$ cat config.mk
export PLATFORM = sky130hd
export DESIGN_NAME = screen_fill_engine
export DESIGN_NICKNAME = d
export VERILOG_FILES = /design/src/rtl/screen_pkg.sv /design/src/rtl/screen_rect_walker.sv /design/src/rtl/screen_fill_engine.sv
export SDC_FILE = /design/constraint.sdc
export NUM_CORES = 1
export LEC_CHECK = 0
export ABC_AREA = 1
export BUFFER_PORTS_ARGS = -buffer_cell sky130_fd_sc_hd__buf_2
export CORE_UTILIZATION = 60
export CTS_BUF_LIST = sky130_fd_sc_hd__clkbuf_8
export DETAILED_ROUTE_END_ITERATION = 16
export MAX_ROUTING_LAYER = met4
export PLACE_DENSITY = 0.88
export SETUP_SLACK_MARGIN = 0.3
export SYNTH_ARGS = -nofsm -noshare
export SYNTH_HDL_FRONTEND = slang
export SYNTH_HIERARCHICAL = 1
export SYNTH_SLANG_ARGS = --single-unit
$ cat constraint.sdc
create_clock -name clk -period 3.95 [get_ports clk]
set_clock_uncertainty 0.1 [all_clocks]
set_input_delay 0.395 -clock clk [delete_from_list [all_inputs] [get_ports clk]]
set_output_delay 0.395 -clock clk [all_outputs]
set_load 0.05 [all_outputs]
$ cat src/rtl/screen_pkg.sv
// rtl/screen_pkg.sv - shared geometry, op encoding and FSM states for the screen fill engine
package screen_pkg;

  localparam int WORDS_PER_ROW = 32;
  localparam int ROWS          = 256;
  localparam int ADDR_W        = 13;

  localparam logic [1:0] OP_CLEAR  = 2'd0;
  localparam logic [1:0] OP_FILL   = 2'd1;
  localparam logic [1:0] OP_INVERT = 2'd2;

  typedef enum logic [2:0] {
    ST_IDLE,
    ST_RD,
    ST_RDW,
    ST_WR,
    ST_DONE
  } state_t;

endpackage

$ cat src/rtl/screen_rect_walker.sv
// rtl/screen_rect_walker.sv - clips the rectangle at start and walks its word addresses row by row
module screen_rect_walker
  import screen_pkg::*;
(
  input  logic              clk,
  input  logic              reset,
  input  logic              load,
  input  logic              advance,
  input  logic [4:0]        x0,
  input  logic [7:0]        y0,
  input  logic [5:0]        width,
  input  logic [8:0]        height,
  output logic              empty,
  output logic              last,
  output logic [ADDR_W-1:0] address,
  output logic              row_odd
);

  logic [5:0] room_w;
  logic [8:0] room_h;
  logic [5:0] eff_w;
  logic [8:0] eff_h;

  logic [4:0] x_base;
  logic [5:0] col;
  logic [5:0] span;
  logic [7:0] row;
  logic [8:0] rows_left;
  logic [4:0] col_abs;
  logic       row_end;

  // Clipping only ever shrinks the rectangle, so the column never wraps past 31.
  always_comb begin
    room_w = 6'(WORDS_PER_ROW) - {1'b0, x0};
    room_h = 9'(ROWS) - {1'b0, y0};
    eff_w  = (width < room_w) ? width : room_w;
    eff_h  = (height < room_h) ? height : room_h;
  end

  assign empty   = (eff_w == 6'd0) || (eff_h == 9'd0);
  assign row_end = (col == span - 6'd1);
  assign last    = row_end && (rows_left == 9'd1);
  assign col_abs = x_base + col[4:0];
  assign address = {row, col_abs};
  assign row_odd = row[0];

  // Counters park on the last word so an idle engine keeps presenting its final address.
  always_ff @(posedge clk or posedge reset) begin
    if (reset) begin
      x_base    <= 5'd0;
      col       <= 6'd0;
      span      <= 6'd0;
      row       <= 8'd0;
      rows_left <= 9'd0;
    end else if (load) begin
      x_base    <= x0;
      col       <= 6'd0;
      span      <= eff_w;
      row       <= y0;
      rows_left <= eff_h;
    end else if (advance && !last) begin
      if (row_end) begin
        col       <= 6'd0;
        row       <= row + 8'd1;
        rows_left <= rows_left - 9'd1;
      end else begin
        col <= col + 6'd1;
      end
    end
  end

endmodule

$ cat src/rtl/screen_fill_engine.sv
// rtl/screen_fill_engine.sv - rectangle clear/fill/invert engine sharing the Screen port with the CPU
// Optional: define SCREEN_FILL_DITHER_EN to invert the FILL pattern on odd rows.
module screen_fill_engine
  import screen_pkg::*;
(
  input  logic              clk,
  input  logic              reset,
  input  logic              cpu_req,
  input  logic              cpu_load,
  input  logic [ADDR_W-1:0] cpu_address,
  input  logic [15:0]       cpu_in,
  input  logic              start,
  input  logic [1:0]        op,
  input  logic [4:0]        x0,
  input  logic [7:0]        y0,
  input  logic [5:0]        width,
  input  logic [8:0]        height,
  input  logic [15:0]       pattern,
  input  logic [15:0]       scr_out,
  output logic [ADDR_W-1:0] scr_address,
  output logic [15:0]       scr_in,
  output logic              scr_load,
  output logic              busy,
  output logic              done
);

`ifdef SCREEN_FILL_DITHER_EN
  localparam logic DITHER_ON = 1'b1;
`else
  localparam logic DITHER_ON = 1'b0;
`endif

  state_t state, state_next;

  logic [1:0]        op_r;
  logic [15:0]       pattern_r;
  logic [15:0]       data_r;
  logic              grant;
  logic              accept;
  logic              capture;
  logic              eng_load;
  logic [15:0]       eng_data;
  logic              walk_adv;
  logic              walk_empty;
  logic              walk_last;
  logic              walk_row_odd;
  logic [ADDR_W-1:0] walk_address;

  assign grant  = !cpu_req;
  assign accept = (state == ST_IDLE) && start;

  screen_rect_walker u_walker (
    .clk     (clk),
    .reset   (reset),
    .load    (accept),
    .advance (walk_adv),
    .x0      (x0),
    .y0      (y0),
    .width   (width),
    .height  (height),
    .empty   (walk_empty),
    .last    (walk_last),
    .address (walk_address),
    .row_odd (walk_row_odd)
  );

  always_ff @(posedge clk or posedge reset) begin
    if (reset) begin
      state <= ST_IDLE;
    end else begin
      state <= state_next;
    end
  end

  always_comb begin
    state_next = state;
    eng_load   = 1'b0;
    walk_adv   = 1'b0;
    capture    = 1'b0;
    case (state)
      ST_IDLE: begin
        if (start) begin
          if (walk_empty)            state_next = ST_DONE;
          else if (op == OP_INVERT)  state_next = ST_RD;
          else                       state_next = ST_WR;
        end
      end
      ST_RD: begin
        if (grant) state_next = ST_RDW;
      end
      ST_RDW: begin
        // scr_out holds our read now; a CPU access this cycle would replace it next cycle.
        capture    = 1'b1;
        state_next = ST_WR;
      end
      ST_WR: begin
        eng_load = 1'b1;
        if (grant) begin
          walk_adv = 1'b1;
          if (walk_last)              state_next = ST_DONE;
          else if (op_r == OP_INVERT) state_next = ST_RD;
          else                        state_next = ST_WR;
        end
      end
      ST_DONE: state_next = ST_IDLE;
      default: state_next = ST_IDLE;
    endcase
  end

  // Reserved op 3 is folded into CLEAR when the command is latched.
  always_ff @(posedge clk or posedge reset) begin
    if (reset) begin
      op_r      <= OP_CLEAR;
      pattern_r <= 16'h0000;
      data_r    <= 16'h0000;
    end else begin
      if (accept) begin
        op_r      <= ((op == OP_FILL) || (op == OP_INVERT)) ? op : OP_CLEAR;
        pattern_r <= pattern;
      end
      if (capture) data_r <= scr_out;
    end
  end

  always_comb begin
    case (op_r)
      OP_FILL:   eng_data = pattern_r ^ {16{walk_row_odd & DITHER_ON}};
      OP_INVERT: eng_data = ~data_r;
      default:   eng_data = 16'h0000;
    endcase
  end

  assign scr_address = cpu_req ? cpu_address : walk_address;
  assign scr_in      = cpu_req ? cpu_in : eng_data;
  assign scr_load    = cpu_req ? cpu_load : eng_load;

  assign busy = (state == ST_RD) || (state == ST_RDW) || (state == ST_WR);
  assign done = (state == ST_DONE);

endmodule

# Word level (Yosys, flattened, before mapping)
# Cells that the tools add are included.
# totals
ff_bits	71
inputBits	96
out_inout_bits	32
# op_classes
addsub	7
magnitude_cmp	2
eq_ne	13
n_mux	28
n_bitwise	1
n_reduce_logical	15
# op_table
operator	count
9-bit 2-to-1 mux	4
16-bit one-hot mux with 2 select lines	1
6-bit 2-to-1 mux	4
8-bit 2-to-1 mux	3
16-bit 2-to-1 mux	1
16-bit inverter	1
3-bit 2-to-1 mux	5
13-bit 2-to-1 mux	1
3-bit one-hot mux with 4 select lines	1
9-bit by 1-bit equality test with 1-bit output, second input constant	1
9-bit logical NOT	1
9-bit less-than comparator	1
9-bit by 1-bit subtractor with 9-bit output, second input constant	1
9-bit by 8-bit subtractor with 9-bit output, first input constant	1
8-bit by 1-bit adder with 8-bit output, second input constant	1
6-bit by 1-bit adder with 6-bit output, second input constant	1
3-bit by 2-bit equality test with 1-bit output, second input constant	2
6-bit equality test	1
6-bit logical NOT	1
6-bit less-than comparator	1
2-bit 2-to-1 mux	3
2-bit inequality test, second input constant	3
6-bit by 1-bit subtractor with 6-bit output, second input constant	1
6-bit by 5-bit subtractor with 6-bit output, first input constant	1
other kinds (13)	25

# Longest topological paths before layout
# Gate-level depths: netlist of the first run.
# depth
depth_word	8
mapped_depth	23
ltp_nobuf	23

# By module
# Netlist of the first run, hierarchy kept.
# modules_own_cells
module	n_inst	cells_each	area_each_um2
screen_rect_walker	1	480	3208.1
screen_fill_engine	1	291	2093.3

# Least setup slack after synthesis of the first run
# No wires, ideal clock.
# synth_path
path_kind	input-to-reg
start	input y0[0]
end	register state[1]
arrival_ns	2.587
t_required_ns	3.734
slack_ns	1.146
path_stages	21
path_cell_list	inv_1 -> ha_1 -> nand3_1 -> nor3_1 -> nand3_1 -> ha_1 -> nand2_1 -> nor2_1 -> nand2_1 -> nand3_2 -> nand2_1 -> nand2_1 -> nand2_1 -> nor2_1 -> nand3_1 -> nand2_1 -> a21oi_1 -> nand2_1 -> nand3_1 -> nand2_1 -> nand2_1
# synth_between
elab_chain_cells	8
# synth_lines
item	line	text
start, declared	screen_fill_engine.sv:15	input logic [7:0] y0,
9-bit by 8-bit subtractor with 9-bit output (*)	screen_rect_walker.sv:35	room_h = 9'(ROWS) - {1'b0, y0};
9-bit less-than comparator	screen_rect_walker.sv:37	eff_h = (height < room_h) ? height : room_h;
9-bit 2-to-1 mux (*)	screen_rect_walker.sv:37	
9-bit logical NOT (*)	screen_rect_walker.sv:40	assign empty = (eff_w == 6'd0) || (eff_h == 9'd0);
1-bit logical OR (*)	screen_rect_walker.sv:40	
net walk_empty	screen_fill_engine.sv:44	logic walk_empty;
3-bit 2-to-1 mux (*)	screen_fill_engine.sv:83	if (walk_empty) state_next = ST_DONE;
3-bit 2-to-1 mux (*)	screen_fill_engine.sv:82	if (start) begin
3-bit one-hot mux with 4 select lines (*)	screen_fill_engine.sv:80	case (state)
end signal, assigned	screen_fill_engine.sv:71	state <= state_next;
end, declared	screen_fill_engine.sv:33	state_t state, state_next;
# The timed path passes the listed nets; every way through them passes the cells marked *. The select of a mux whose other input is x is not followed.
# A chain may end at the register's enable or synchronous reset.

# Final worst setup path of the first run
# Ends and elaborated chain as after synthesis.

==> flow_summary.yaml, run 1 <==
outcome:
  outcome: "finished, final reports clean"
drt:
  wl_per_cell_um: 13.5
  drt_iter0_markers: 291
  remaining_drc_errors: 0
  drtPass1Iterations: 5
  antenna_left: 0
  via_count: 5332
  routed_via_density: 5.38
  drt_wl_total_mm: 13.4
floorplanning:
  core_um2: 8380
  start_util_pct: 63.2
  die_x_um: 96.0
  ios: 128
  die_h_um: 96.0
  dieArea_um2: 9220
  rows: 33
logic_synthesis:
  synth.most_common_cell: "nand2_1"
  yosys-top-cells-count: "nand2_1 (265), inv_1 (84), dfrtp_1 (71), nor2_1 (57), nand3_1 (50)"
  yosys.area_share.simple_pct: 34.7
  ys_ff_latch: 71
  syn_inst: 771
  synth_xor_area_share_pct: 3.47
  synth_edf_count: 0
  synth_top_area_share_pct: 33.5
  ys_async_sr_fraction_pct: 100
  yosysUniqueCellTypes: 39
  synthMuxAreaShare_pct: 0
  syn_area_um2: 5300
  synth_area_leaders: "dfrtp_1 (34%), nand2_1 (19%), ha_1 (6.1%), inv_1 (5.9%), nand3_1 (4.7%)"
  yosysTopAreaCell: "dfrtp_1"
  yosys_most_used_dff: "dfrtp_1"
  synth_nets: 894
  synth-compound-area-share_pct: 11.6
  synth.avg_cell_area_um2: 6.88
  synthAdderAreaFrac_pct: 6.51
  synth.yosys.seq_area_share_pct: 33.5
  synth_top_family_by_area: "simple AND/OR/NAND/NOR gates"
  synth_warnings: 6
worst_setup_path:
  critPathRequiredTime_ns: 4.09
  crit_path_top_delay_cell: "ha_1"
  path_cells: "buf_2 > inv_1 > ha_1 > nand3_1 > nor3_1 > nand3_1 > ha_1 > nand2_1 > nor2_1 > nand2_1 > nand3_2 > nand2_1 > nand2_1 > nand2_1 > nor2_1 > nand3_1 > nand2_1 > a21oi_1 > nand2_1 > nand3_1 > nand2_1 > nand2_1"
  crit_path_frequent_cell: "nand2_1"
  end_kind: "flip-flop"
  crit_arrival_ns: 3.27
  cp-start-kind: "primary input"
  crit_type: "primary input to flip-flop"
  cpPeakStageDelay_ns: 0.32
  crit_fanout: 10
clocking:
  postCtsSetupRepairBufs: 0
  cts_root_buf: "clkbuf_8"
  cts_tree: "yes"
  htree_levels: 3
  clock_path_buffers: 2
  insertion_delay_ns: 0.35
  clk_pin_slew_ns: 0.09
  cts_resized: 0
  numCtsBuffers: 9
  cts_hold_buf: 0
  clock-sinks: 71
layout:
  fill_cells: 672
  regArea_um2: 1780
  final_cell_count_no_fill: 992
  num_antenna_cells: 0
  multi_input_area_um2: 2990
  synthToLayoutAreaGrowth_pct: 15.0
  drive_gt1_share_pct: 22.4
  fin_nets: 1005
pwr:
  internal_power_w: 0.00207
  combPwrFrac_pct: 53.4
  irDropWorstVdd_uv: 406
  clockPowerShare_pct: 14.3
  p_per_area_nw_per_um2: 673
  power.switching_w: 0.00203
  leakage_nw: 3.40
  seq_power_share_pct: 32.3
  p_sw_share_pct: 49.5
  finalPower_w: 0.00410
place:
  dp_slack_ns: 0.524
  dp_cells: 976
  numPortBuffers: 127
  hpwl_mm: 9.98
  gp_congestion: 0.953
timing:
  post-route-period-util_pct: 79.3
  final.min_clock_period_ns: 3.13
  rsz0062_at_grt: "false"
  setup_violations: 0
  final_hold_viol_count: 0
  tns_ns: 0
  tightest_slew_ns: 0.969
  whs_ns: 0.0121
  relSlewSlack_pct: 35.2
  setup_slack_ns: 0.818
  slew_violations: 0
  clock.fmax_mhz: 319
global_routing:
  grt_pass1_vias: 4872
  overflow: 0
  grt_usage_pct: 30.5
  use_met2_pct: 53.0
  met1_usage_pct: 36.2
  use_met3_pct: 4.34
  grt_first_pass_wirelength_mm: 21.2
  grt.busiest_layer: "met2"
  grt_max_degree: 52
  antenna_found_initial: 0
worst_hold_path:
  min_path_type: "primary input to async pin"
run:
  max-cap-violations: 0
[final timing paths]
kind | start | to | slack, ns | depth (start not counted)
worst min-delay path | reset | data_r[12] | 0.01 | 2
worst max register to register | u_walker/span[0] | state[0] | 1.46 | 14
worst max-delay path | y0[0] | state[1] | 0.82 | 22
max in group asynchronous | reset | state[0] | 3.04 | 3
min in group clk | pattern[7] | pattern_r[7] | 0.15 | 3
worst min register to register | pattern_r[10] | pattern_r[10] | 0.38 | 2
[final cells by class]
type / count / share of cell area [%]
Multi-Input combinational cell: 578 / 49.0
Sequential cell: 71 / 29.1
Timing Repair Buffer: 130 / 10.8
Inverter: 92 / 5.67
Clock buffer: 10 / 2.26
Tap cell: 105 / 2.16
Clock inverter: 6 / 0.985
[cells by family after synthesis]
family | Yosys count
simple gates | 425
buf+inv | 122
compound gates | 105
flops | 71
fa+ha+maj | 27
xor+xnor | 21
[metal layers]
| layer | wire length (µm) | up-vias |
|---|---|---|
| met5 | 0 | - |
| met4 | 193 | 0 |
| met3 | 859 | 23 |
| met2 | 6710 | 205 |
| met1 | 5650 | 2442 |
| li1 | - | 2662 |
[critical path, delay by kind of cell]
family | cells | cell delay [ns]
AO/OA/AOI/OAI | 1 | 0.07
AND/OR/NAND/NOR | 17 | 2.07
buffers and inverters | 2 | 0.21
adder cells (fa/ha/maj) | 2 | 0.51
[state kept, by name, indices dropped and copies added (netlist names)]
name	count
pattern_r	16
u_walker/col	6
state	3
u_walker/x_base	5
op_r	2
u_walker/rows_left	9
u_walker/span	6
u_walker/row	8
data_r	16
[power by group through the flow]
stage | Combinational, W | Sequential, W | Clock, W
2_1_floorplan | 0.00180 | 0.00125 | 0
3_3_place_gp | 0.00210 | 0.00131 | 0
3_5_place_dp | 0.00216 | 0.00132 | 0
4_1_cts | 0.00219 | 0.00131 | 0.000596
5_1_grt | 0.00246 | 0.00136 | 0.000624
6_report | 0.00219 | 0.00132 | 0.000587
[stage by stage]
step	util (%)	instance area, µm²
after floorplan	-	5300
after global placement	70.4	5900
after detailed placement	70.4	5900
after CTS	72.7	6100
after global routing	72.7	6100
final	72.7	6100
[placed cells by master, fill, tap and decap left out, types with 2 or more instances in the layout]
cell type  instances
nor2_1            57
nand2_1          265
nand2_4            2
nor3_1             5
nand4_1           11
dfrtp_1           71
nand3_2            3
buf_2            127
a21oi_1           25
ha_1              26
a22oi_1           16
xnor2_1            8
o21ai_1            7
o21ai_2           10
nand3_1           50
nand2_2           21
o21ai_0           42
nor2_2             3
buf_4              3
inv_2              8
clkinv_2           2
inv_1             85
nor2_4             3
clkbuf_8          10
xor2_1            13
No activity file was read; power rests on OpenSTA's default activity.
==> inputs of run 2 (changes only) <==
--- a/config.mk
+++ b/config.mk
@@ -7,11 +7,11 @@
 export LEC_CHECK = 0
 export ABC_AREA = 1
 export BUFFER_PORTS_ARGS = -buffer_cell sky130_fd_sc_hd__buf_2
-export CORE_UTILIZATION = 60
+export CORE_UTILIZATION = 51
 export CTS_BUF_LIST = sky130_fd_sc_hd__clkbuf_8
 export DETAILED_ROUTE_END_ITERATION = 16
 export MAX_ROUTING_LAYER = met4
-export PLACE_DENSITY = 0.88
+export PLACE_DENSITY = 0.8
 export SETUP_SLACK_MARGIN = 0.3
 export SYNTH_ARGS = -nofsm -noshare
 export SYNTH_HDL_FRONTEND = slang
==> constraint.sdc (replaced) <==
create_clock -name clk -period 2.61 [get_ports clk]
set_clock_uncertainty 0.1 [all_clocks]
set_input_delay 0.261 -clock clk [delete_from_list [all_inputs] [get_ports clk]]
set_output_delay 0.261 -clock clk [all_outputs]
set_load 0.05 [all_outputs]
==> flow_summary.yaml, run 2 (synthesis gave the netlist of run 1 again) <==
floorplanning:
  start_util_pct: 53.5
  core_um2: 9910
  rows: 36
  ios: 128
  die_h_um: 104
  die_x_um: 104
  dieArea_um2: 10800
drt:
  wl_per_cell_um: 13.7
  via_count: 5666
  remaining_drc_errors: 0
  drtPass1Iterations: 5
  drt_iter0_markers: 378
  drt_wl_total_mm: 14.9
  antenna_left: 0
  routed_via_density: 5.18
layout:
  largest_registers: "data_r (16), pattern_r (16), u_walker/rows_left (9)"
  final_area_um2: 7010
  final_common_cell: "nand2_1"
  synthToLayoutAreaGrowth_pct: 32.2
  layout_common_cells: "nand2_1 (252), buf_2 (113), inv_1 (80)"
  fin_nets: 1078
  postLayoutCoreUtil_pct: 70.7
  drive_gt1_share_pct: 31.6
  fill_cells: 802
timing:
  setup_violations: 0
  slew_violations: 0
  clock.fmax_mhz: 400
  post-route-period-util_pct: 95.9
  tightest_slew_ns: 0.969
  rsz0062_at_grt: "true"
  relSlewSlack_pct: 35.3
  final.min_clock_period_ns: 2.50
  final_hold_viol_count: 0
global_routing:
  grt_max_degree: 52
  grt_usage_pct: 27.6
  overflow: 0
  antenna_found_initial: 1
  grt_first_pass_wirelength_mm: 23.8
  grt_pass1_vias: 5362
clocking:
  clk_pin_slew_ns: 0.09
  cts_tree: "yes"
  htree_levels: 3
  cts_root_buf: "clkbuf_8"
  insertion_delay_ns: 0.36
  clock_path_buffers: 2
  numCtsBuffers: 9
  clock-sinks: 71
worst_setup_path:
  crit_type: "primary input to flip-flop"
  crit_arrival_ns: 2.67
  cp-start-kind: "primary input"
  crit_path_frequent_cell: "nand2_1"
  path_cells: "buf_8 > inv_6 > ha_4 > nand3_4 > nor3_4 > nand3_2 > ha_4 > a21o_1 > nor2_2 > nand4_1 > nand2_1 > nand2_1 > nor2_1 > nand3_1 > nand2_2 > buf_6 > o21ai_1 > nand2_1 > nand2_1"
  cpPeakStageDelay_ns: 0.27
  end_kind: "flip-flop"
  crit_path_top_delay_cell: "ha_4"
  crit_fanout: 5
  critPathRequiredTime_ns: 2.77
  cp.buffers_inverters: 3
  critPathTopFamily: "simple AND/OR/NAND/NOR gates"
pwr:
  leakage_nw: 3.76
  p_per_area_nw_per_um2: 923
  irDropWorstVdd_uv: 444
place:
  numPortBuffers: 127
  gp_congestion: 0.842
  place_area_um2: 6360
  hpwl_mm: 10.4
run:
  max-cap-violations: 0
outcome:
  outcome: "finished, final reports clean"
worst_hold_path:
  min_path_type: "primary input to flip-flop"
-- run 2: cell types whose count changed in the layout (fill, tap and decap cells not counted), moves of 11 or more --
cell | before | now
o21ai_1 | 7 | 18
buf_4 | 3 | 63
buf_2 | 127 | 113
nand2_1 | 265 | 252
nand2_2 | 21 | 33
o21ai_0 | 42 | 30
-- run 2: final cells by class --
type | instances | area, µm² | area share (%)
flip-flops and latches | 71 | 1780 | 25.4
clock inverters | 7 | 61.3 | 0.875
repair buffers | 198 | 1250 | 17.8
well taps | 133 | 166 | 2.37
multi-input cells | 583 | 3270 | 46.6
diodes | 1 | 2.50 | 0.0357
inverters | 92 | 359 | 5.12
clock buffers | 9 | 124 | 1.77
-- run 2: where the power goes --
group	internal (W)	total, W	switching (W)
Combinational	0.00128	0.00363	0.00235
Sequential	0.00160	0.00199	0.000390
Clock	0.000364	0.000850	0.000485
Total	0.00325	0.00647	0.00322
-- run 2: path summary, 6_finish.rpt --
kind                             startpoint               to  slack [ns]  depth (start not counted)
max                                   y0[0]         state[0]        0.11                         19
min                              pattern[1]     pattern_r[1]        0.01                          3
max in group asynchronous             reset  u_walker/col[0]        1.21                          4
min in group asynchronous             reset    pattern_r[13]        0.46                          4
min reg2reg                   pattern_r[14]    pattern_r[14]        0.38                          2
max reg2reg                u_walker/span[0]         state[0]        0.26                         15
-- run 2: worst reg2reg max path, cell delays in order, from the launching register on --
cell	delay (ns)
dfrtp_1	0.39
inv_2	0.07
ha_1	0.32
nand2_1	0.08
nand2_1	0.06
nor2_2	0.11
nand2_2	0.07
nor2_4	0.12
nand3_2	0.17
nor3_1	0.23
buf_4	0.16
inv_1	0.04
o21ai_0	0.14
o21ai_1	0.09
nand2_1	0.06
nand2_1	0.04
-- run 2: layer usage --
layer  track usage [%]  up-vias  wire (µm)
met5                 -        -          0
met4              8.57        0        335
met3              6.02       31        888
met2              45.4      205       7270
met1              34.0     2605       6450
li1                  -     2825          -
-- run 2: through the flow --
stage	hold WS (ns)	std cells	TNS, ns	total power [W]	setup slack [ns]
2_1_floorplan	0.273	771	0	0.00464	0.151
3_3_place_gp	0.294	1049	-0.137	0.00526	-0.103
3_5_place_dp	0.300	1049	-0.327	0.00535	-0.171
4_1_cts	0.000587	1083	0	0.00628	0.225
5_1_grt	0.0220	1094	-0.184	0.00703	-0.0839
6_report	0.0108	1094	0	0.00647	0.108
-- run 2: what timing repair did --
item / CTS / global route
hold endpoints to repair: 65 / 0
cloned: 3 / 2
setup endpoints to repair: 21 / 30
hold buffers: 10 / 0
setup buffers: 5 / 8
gates resized for setup: 12 / 54
pin swaps: 5 / 24
